==> config.mk <==
export PLATFORM = sky130hd
export DESIGN_NAME = mem_access
export DESIGN_NICKNAME = d
export VERILOG_FILES = /design/src/rtl/mem_access_pkg.sv /design/src/rtl/mem_access_ld_ext.sv /design/src/rtl/mem_access.sv
export SDC_FILE = /design/constraint.sdc
export NUM_CORES = 1
export LEC_CHECK = 0
export CAP_MARGIN = 0
export CORE_UTILIZATION = 35
export DETAILED_ROUTE_END_ITERATION = 8
export GPL_TIMING_DRIVEN = 0
export PLACE_DENSITY = 0.73
export SETUP_SLACK_MARGIN = 0.15
export SYNTH_ARGS = -nofsm -noshare
export SYNTH_HDL_FRONTEND = slang
export SYNTH_SLANG_ARGS = --single-unit
==> constraint.sdc <==
create_clock -name clk -period 2.8 [get_ports clk]
set_input_delay 0.56 -clock clk [delete_from_list [all_inputs] [get_ports clk]]
set_output_delay 0.56 -clock clk [all_outputs]
set_load 0.1 [all_outputs]
==> src/rtl/mem_access_pkg.sv <==
// Shared definitions for the memory-access stage: bus widths, op codes, FSM states.
// No timing of its own; pure types and helpers.
package mem_access_pkg;

  localparam int REG_BUS      = 32;
  localparam int REG_ADDR_BUS = 5;
  localparam int MEM_OP_BUS   = 4;

  localparam logic [3:0] MEM_NOP = 4'd0;
  localparam logic [3:0] LB      = 4'd1;
  localparam logic [3:0] LH      = 4'd2;
  localparam logic [3:0] LW      = 4'd3;
  localparam logic [3:0] LBU     = 4'd4;
  localparam logic [3:0] LHU     = 4'd5;
  localparam logic [3:0] SB      = 4'd6;
  localparam logic [3:0] SH      = 4'd7;
  localparam logic [3:0] SW      = 4'd8;

  typedef enum logic [1:0] {
    MA_IDLE   = 2'd0,
    MA_ACCESS = 2'd1,
    MA_DONE   = 2'd2
  } ma_state_e;

  typedef struct packed {
    logic                    we;
    logic [REG_ADDR_BUS-1:0] waddr;
    logic [REG_BUS-1:0]      wdata;
  } wb_t;

  function automatic logic is_load(input logic [MEM_OP_BUS-1:0] op);
    return (op == LB) || (op == LH) || (op == LW) || (op == LBU) || (op == LHU);
  endfunction

  function automatic logic is_store(input logic [MEM_OP_BUS-1:0] op);
    return (op == SB) || (op == SH) || (op == SW);
  endfunction

  // Byte count of an access; only meaningful for load/store ops.
  function automatic logic [2:0] op_nbytes(input logic [MEM_OP_BUS-1:0] op);
    logic [2:0] n;
    n = 3'd1;
    if ((op == LH) || (op == LHU) || (op == SH)) n = 3'd2;
    if ((op == LW) || (op == SW))                n = 3'd4;
    return n;
  endfunction

endpackage

==> src/rtl/mem_access_ld_ext.sv <==
// Load-data extension: sign/zero-extends the assembled load buffer by op.
// Latency: combinational; no backpressure.
module ld_ext
  import mem_access_pkg::*;
(
  input  logic [MEM_OP_BUS-1:0] op,
  input  logic [REG_BUS-1:0]    ld_buf,
  output logic [REG_BUS-1:0]    ext
);

  always_comb begin
    ext = ld_buf;
    case (op)
      LB:      ext = {{24{ld_buf[7]}}, ld_buf[7:0]};
      LH:      ext = {{16{ld_buf[15]}}, ld_buf[15:0]};
      LBU:     ext = {24'd0, ld_buf[7:0]};
      LHU:     ext = {16'd0, ld_buf[15:0]};
      default: ext = ld_buf;
    endcase
  end

endmodule

==> src/rtl/mem_access.sv <==
// MA stage: serialises loads/stores onto the 8-bit memory port; ALU ops pass through.
// Latency: 0 cycles for non-memory ops, N+2 for N-byte accesses; holds on mem_ack wait and on rdy=0.
module mem_access
  import mem_access_pkg::*;
(
  input  logic                    clk,
  input  logic                    rst,
  input  logic                    rdy,
  input  logic                    ex_we,
  input  logic [REG_ADDR_BUS-1:0] ex_waddr,
  input  logic [REG_BUS-1:0]      ex_wdata,
  input  logic [MEM_OP_BUS-1:0]   ex_mem_op,
  input  logic [REG_BUS-1:0]      ex_mem_addr,
  input  logic [REG_BUS-1:0]      ex_mem_sdata,
  output logic                    mem_req,
  output logic                    mem_wr,
  output logic [REG_BUS-1:0]      mem_addr,
  output logic [7:0]              mem_wdata,
  input  logic [7:0]              mem_rdata,
  input  logic                    mem_ack,
  output logic                    ma_we,
  output logic [REG_ADDR_BUS-1:0] ma_waddr,
  output logic [REG_BUS-1:0]      ma_wdata,
  output logic                    stall_req
);

  ma_state_e          state, state_nxt;
  logic [1:0]         cnt, cnt_nxt;
  logic [2:0]         nb, nb_nxt;
  logic [REG_BUS-1:0] ld_buf, buf_nxt;
  logic [REG_BUS-1:0] ext_dat;
  wb_t                wb;

  ld_ext u_ld_ext (
    .op     (ex_mem_op),
    .ld_buf (ld_buf),
    .ext    (ext_dat)
  );

  always_ff @(posedge clk or negedge rst) begin
    if (!rst) begin
      state  <= MA_IDLE;
      cnt    <= 2'd0;
      nb     <= 3'd1;
      ld_buf <= '0;
    end else if (rdy) begin
      state  <= state_nxt;
      cnt    <= cnt_nxt;
      nb     <= nb_nxt;
      ld_buf <= buf_nxt;
    end
  end

  always_comb begin
    state_nxt = state;
    cnt_nxt   = cnt;
    nb_nxt    = nb;
    buf_nxt   = ld_buf;
    wb        = '0;
    stall_req = 1'b0;
    mem_req   = 1'b0;
    mem_wr    = 1'b0;
    mem_addr  = '0;
    mem_wdata = '0;

    case (state)
      MA_IDLE: begin
        wb.we    = ex_we;
        wb.waddr = ex_waddr;
        wb.wdata = ex_wdata;
        if (is_load(ex_mem_op) || is_store(ex_mem_op)) begin
          wb.we     = 1'b0;
          stall_req = 1'b1;
          nb_nxt    = op_nbytes(ex_mem_op);
          cnt_nxt   = 2'd0;
          buf_nxt   = '0;
          state_nxt = MA_ACCESS;
        end
      end
      MA_ACCESS: begin
        // ex_* are frozen by stall_req, so address and data stay stable until ack.
        mem_req   = rdy;
        mem_wr    = is_store(ex_mem_op);
        mem_addr  = ex_mem_addr + {30'd0, cnt};
        mem_wdata = ex_mem_sdata[{cnt, 3'b000} +: 8];
        stall_req = 1'b1;
        wb.waddr  = ex_waddr;
        if (mem_ack) begin
          if (is_load(ex_mem_op)) buf_nxt[{cnt, 3'b000} +: 8] = mem_rdata;
          if ({1'b0, cnt} == nb - 3'd1) state_nxt = MA_DONE;
          else                          cnt_nxt   = cnt + 2'd1;
        end
      end
      MA_DONE: begin
        wb.waddr = ex_waddr;
        if (is_load(ex_mem_op)) begin
          wb.we    = ex_we;
          wb.wdata = ext_dat;
        end
        state_nxt = MA_IDLE;
      end
      default: state_nxt = MA_IDLE;
    endcase

    // Outputs are quiet for the whole reset window, not just after the next edge.
    if (!rst) begin
      wb        = '0;
      stall_req = 1'b0;
      mem_req   = 1'b0;
      mem_wr    = 1'b0;
      mem_addr  = '0;
      mem_wdata = '0;
    end
  end

  assign ma_we    = wb.we;
  assign ma_waddr = wb.waddr;
  assign ma_wdata = wb.wdata;

endmodule

==> impl_metrics.tcl <==
set metrics [dict create \
    clock-root-buffer "clkbuf_8" \
    postRouteAntennaNets 0 \
    ys_types 54 \
    yosys-top-cells-area "dfrtp_1 26%, nand2_1 10%, nor2_1 6.2%" \
    avgSynthCellArea_um2 7.44 \
    drive_above_1_share_pct 45.6 \
    placementRows 37 \
    hpwl_um 11000 \
    core_mm2 0.0103 \
    period_share_pct 108 \
    worstPathMaxFanout 4 \
    fin_crit_ns 3.03 \
    nFillCells 659 \
    via_per_inst 5.44 \
    numCtsBuffers 5 \
    synth_largest_area_cell "dfrtp_1" \
    reg2reg_depth 7 \
    wl_per_cell_um 19.8 \
    min_path_type "input pin to async pin" \
    grt_antenna_before_repair 1 \
    htreeDepth 2 \
    p_per_area_mw_per_mm2 648 \
    violations "negative setup slack" \
    fmax_mhz 330 \
    critical_path_class "register to output pin" \
    tightest_slew_ns 0.855 \
    grt_pass1_vias 5037 \
    cap_violations 0 \
    start_util_pct 36.0 \
    fp.dieH_um 105 \
    io_pins 199 \
    grt_pass1_wl_um 25500 \
    clock_path_buffers 2 \
    ys_async_sr_fraction_pct 100 \
    synth_top_area_share_pct 25.6 \
    seq_area_frac_synth_pct 26.3 \
    cts_tree "built" \
    dominantRegCellSynth "dfrtp_1" \
    syn_inst 499 \
    slowest_stage "or3_4" \
    ff2ff_setup_slack_ns 0.64 \
    drt_wl_total_um 17700 \
    first_pass_iters 4 \
    die_w_um 105 \
    worst_setup_path_end_kind "output pin" \
    synth-seq-cells 39 \
    holdBufCountCts 0 \
    critPathRequiredTime_ns 2.24 \
    power.total_w 0.00514 \
    rsz0062_at_grt "true" \
    slew_viol_final 0 \
    leakage_nw 3.12 \
    grt_max_degree 42 \
    vdd_ir_drop_max_mv 0.464 \
    r2r-end "ld_buf[25]" \
    path_common_cell "nand4_1" \
    worst-endpoint-arrival_ns 2.47 \
    place.gp.congestion 0.815 \
    slowest_delay_ns 0.45 \
    grt_use_total_pct 29.2 \
    outcome "complete, but fails checks" \
    cp-start-kind "register" \
    num_vias 4847 \
    crit_end "mem_addr[30]" \
    drt_iter0_drc 232 \
    yosys_warnings 0 \
    cp_cell_sequence "ha_4, fa_2, nand4_1, nor3_4, nand4_1, or3_4, a21oi_4, buf_12" \
    drc 0 \
    port_buffers 198 \
    grt-ovfl-total 0 \
    setup_viol 19 \
    final-hold-violation-count 0 \
    nets 880 \
    syn_nets 625 \
    worstSetupStartpoint "cnt[0]" \
    slew_headroom_pct 42.5 \
    clock_sinks 39 \
    area_growth_pct 114 \
    final_core_util_pct 76.9 \
    syn_area_mm2 0.00371 \
    dieArea_mm2 0.0110 \
    clk_pin_slew_worst_paths_ns 0.08 \
    r2r_start "state[1]" \
    layout_setup_ws_ns -0.234 \
    synth_edf_count 0 \
    worstSkewPairLatency_ns 0.30 \
    skew_ns 0.00912 \
]
## timing repair
action | in CTS | in global routing
gates resized for setup | 742 | 109
gates cloned | 1 | 0
setup endpoints to repair | 81 | 99
buffers inserted | 36 | 15
pin swaps | 39 | 36
## metal layers
layer | GRT usage, % | vias to the layer above | wire, um
met2 | 54.0 | 197 | 9590
met1 | 33.2 | 2351 | 6460
met3 | 5.86 | 49 | 974
met4 | 9.86 | 0 | 643
li1 | - | 2250 | -
met5 | 0 | - | 0
## synthesized netlist by cell type (2+ instances only)
| cell | instances |
|---|---|
| o221ai_1 | 2 |
| and4_1 | 4 |
| nand2b_1 | 2 |
| nor2_1 | 61 |
| xnor2_1 | 12 |
| a21oi_1 | 16 |
| a22oi_1 | 10 |
| a2bb2oi_1 | 3 |
| buf_2 | 6 |
| o21ai_2 | 8 |
| o21ai_0 | 32 |
| clkbuf_1 | 16 |
| o22ai_1 | 2 |
| xor2_1 | 16 |
| a21boi_0 | 2 |
| nand4_1 | 9 |
| inv_1 | 13 |
| a21o_1 | 3 |
| o22ai_2 | 4 |
| nor2b_1 | 7 |
| nand2_1 | 101 |
| ha_1 | 7 |
| buf_6 | 5 |
| and2_1 | 12 |
| and3_1 | 18 |
| or3_1 | 10 |
| o21ai_1 | 24 |
| mux4_2 | 8 |
| dfrtp_1 | 38 |
| nand3_1 | 16 |
| nor3_1 | 6 |
| buf_1 | 4 |
## cells by family after synthesis
kind of cell	after synthesis	synth area share (%)
fa+ha+maj	8	2.90
flops	39	26.3
compound gates	114	19.9
xor+xnor	28	6.60
simple gates	257	33.5
buf+inv	44	5.66
mux	9	5.12
## report_power, final
part,internal [W],switching [W]
clock,0.000171,0.000211
combinational,0.00134,0.00261
sequential,0.000703,0.000110
total,0.00221,0.00293
## worst max-delay path, delay by kind of cell (launching register included)
kind | cells | cell delay [ns]
and+or+nand+nor | 4 | 1.08
buffers and inverters | 1 | 0.19
adders and majority gates | 2 | 0.36
AOI/OAI and AO/OA | 1 | 0.15
DFF | 1 | 0.40
## layout by cell type, fill, tap and decap left out, drive strengths merged, types with 16 or more instances in the layout
master         instances
buf                  150
and3                  18
nor2                  62
nand2                101
nand3                 16
o21ai                 64
clkdlybuf4s50         90
dfrtp                 38
a21oi                 16
clkbuf                26
xor2                  16
## through the flow
step                      setup WS [ns]  cells  cell area (um^2)  hold WS, ns  setup TNS [ns]
after CTS                        -0.293    876              7480        0.108           -1.56
after detailed placement          -1.81    833              6440        0.472         -122.75
after global routing             -0.317    891              7940        0.101           -3.18
after floorplan                  -0.271    499              4290        0.264           -1.03
final                            -0.234    891              7940       0.0923           -1.88
after global placement            -2.80    833              6450        0.464         -200.71
## cell type report
class,count,area [um^2],share of cell area (%)
clock buffers,5,68.8,0.867
multi-input cells,416,3570,45.0
clock inverters,2,13.8,0.173
diodes,1,2.50,0.0315
inverters,13,52.6,0.662
well taps,136,170,2.14
flip-flops and latches,39,980,12.3
plain buffers,29,262,3.29
repair buffers,250,2820,35.5
## worst min-delay path by stage
| stage | start | end | slack (ns) | cells after the start |
|---|---|---|---|---|
| 6_report | rst | ld_buf[24] | 0.09 | 1 |
| 5_1_grt | rst | ld_buf[24] | 0.10 | 1 |
| 4_1_cts | rst | ld_buf[29] | 0.11 | 1 |
| 3_5_place_dp | ld_buf[29] | ld_buf[29] | 0.47 | 2 |
| 3_3_place_gp | ld_buf[6] | ld_buf[6] | 0.46 | 2 |
| 2_1_floorplan | rst | cnt[0] | 0.26 | 0 |
## registers in the layout, summed over array words and instances (netlist names)
name and cells:
nb 3, state 2, ld_buf 32, cnt 2
No activity file was read; power rests on OpenSTA's default activity.
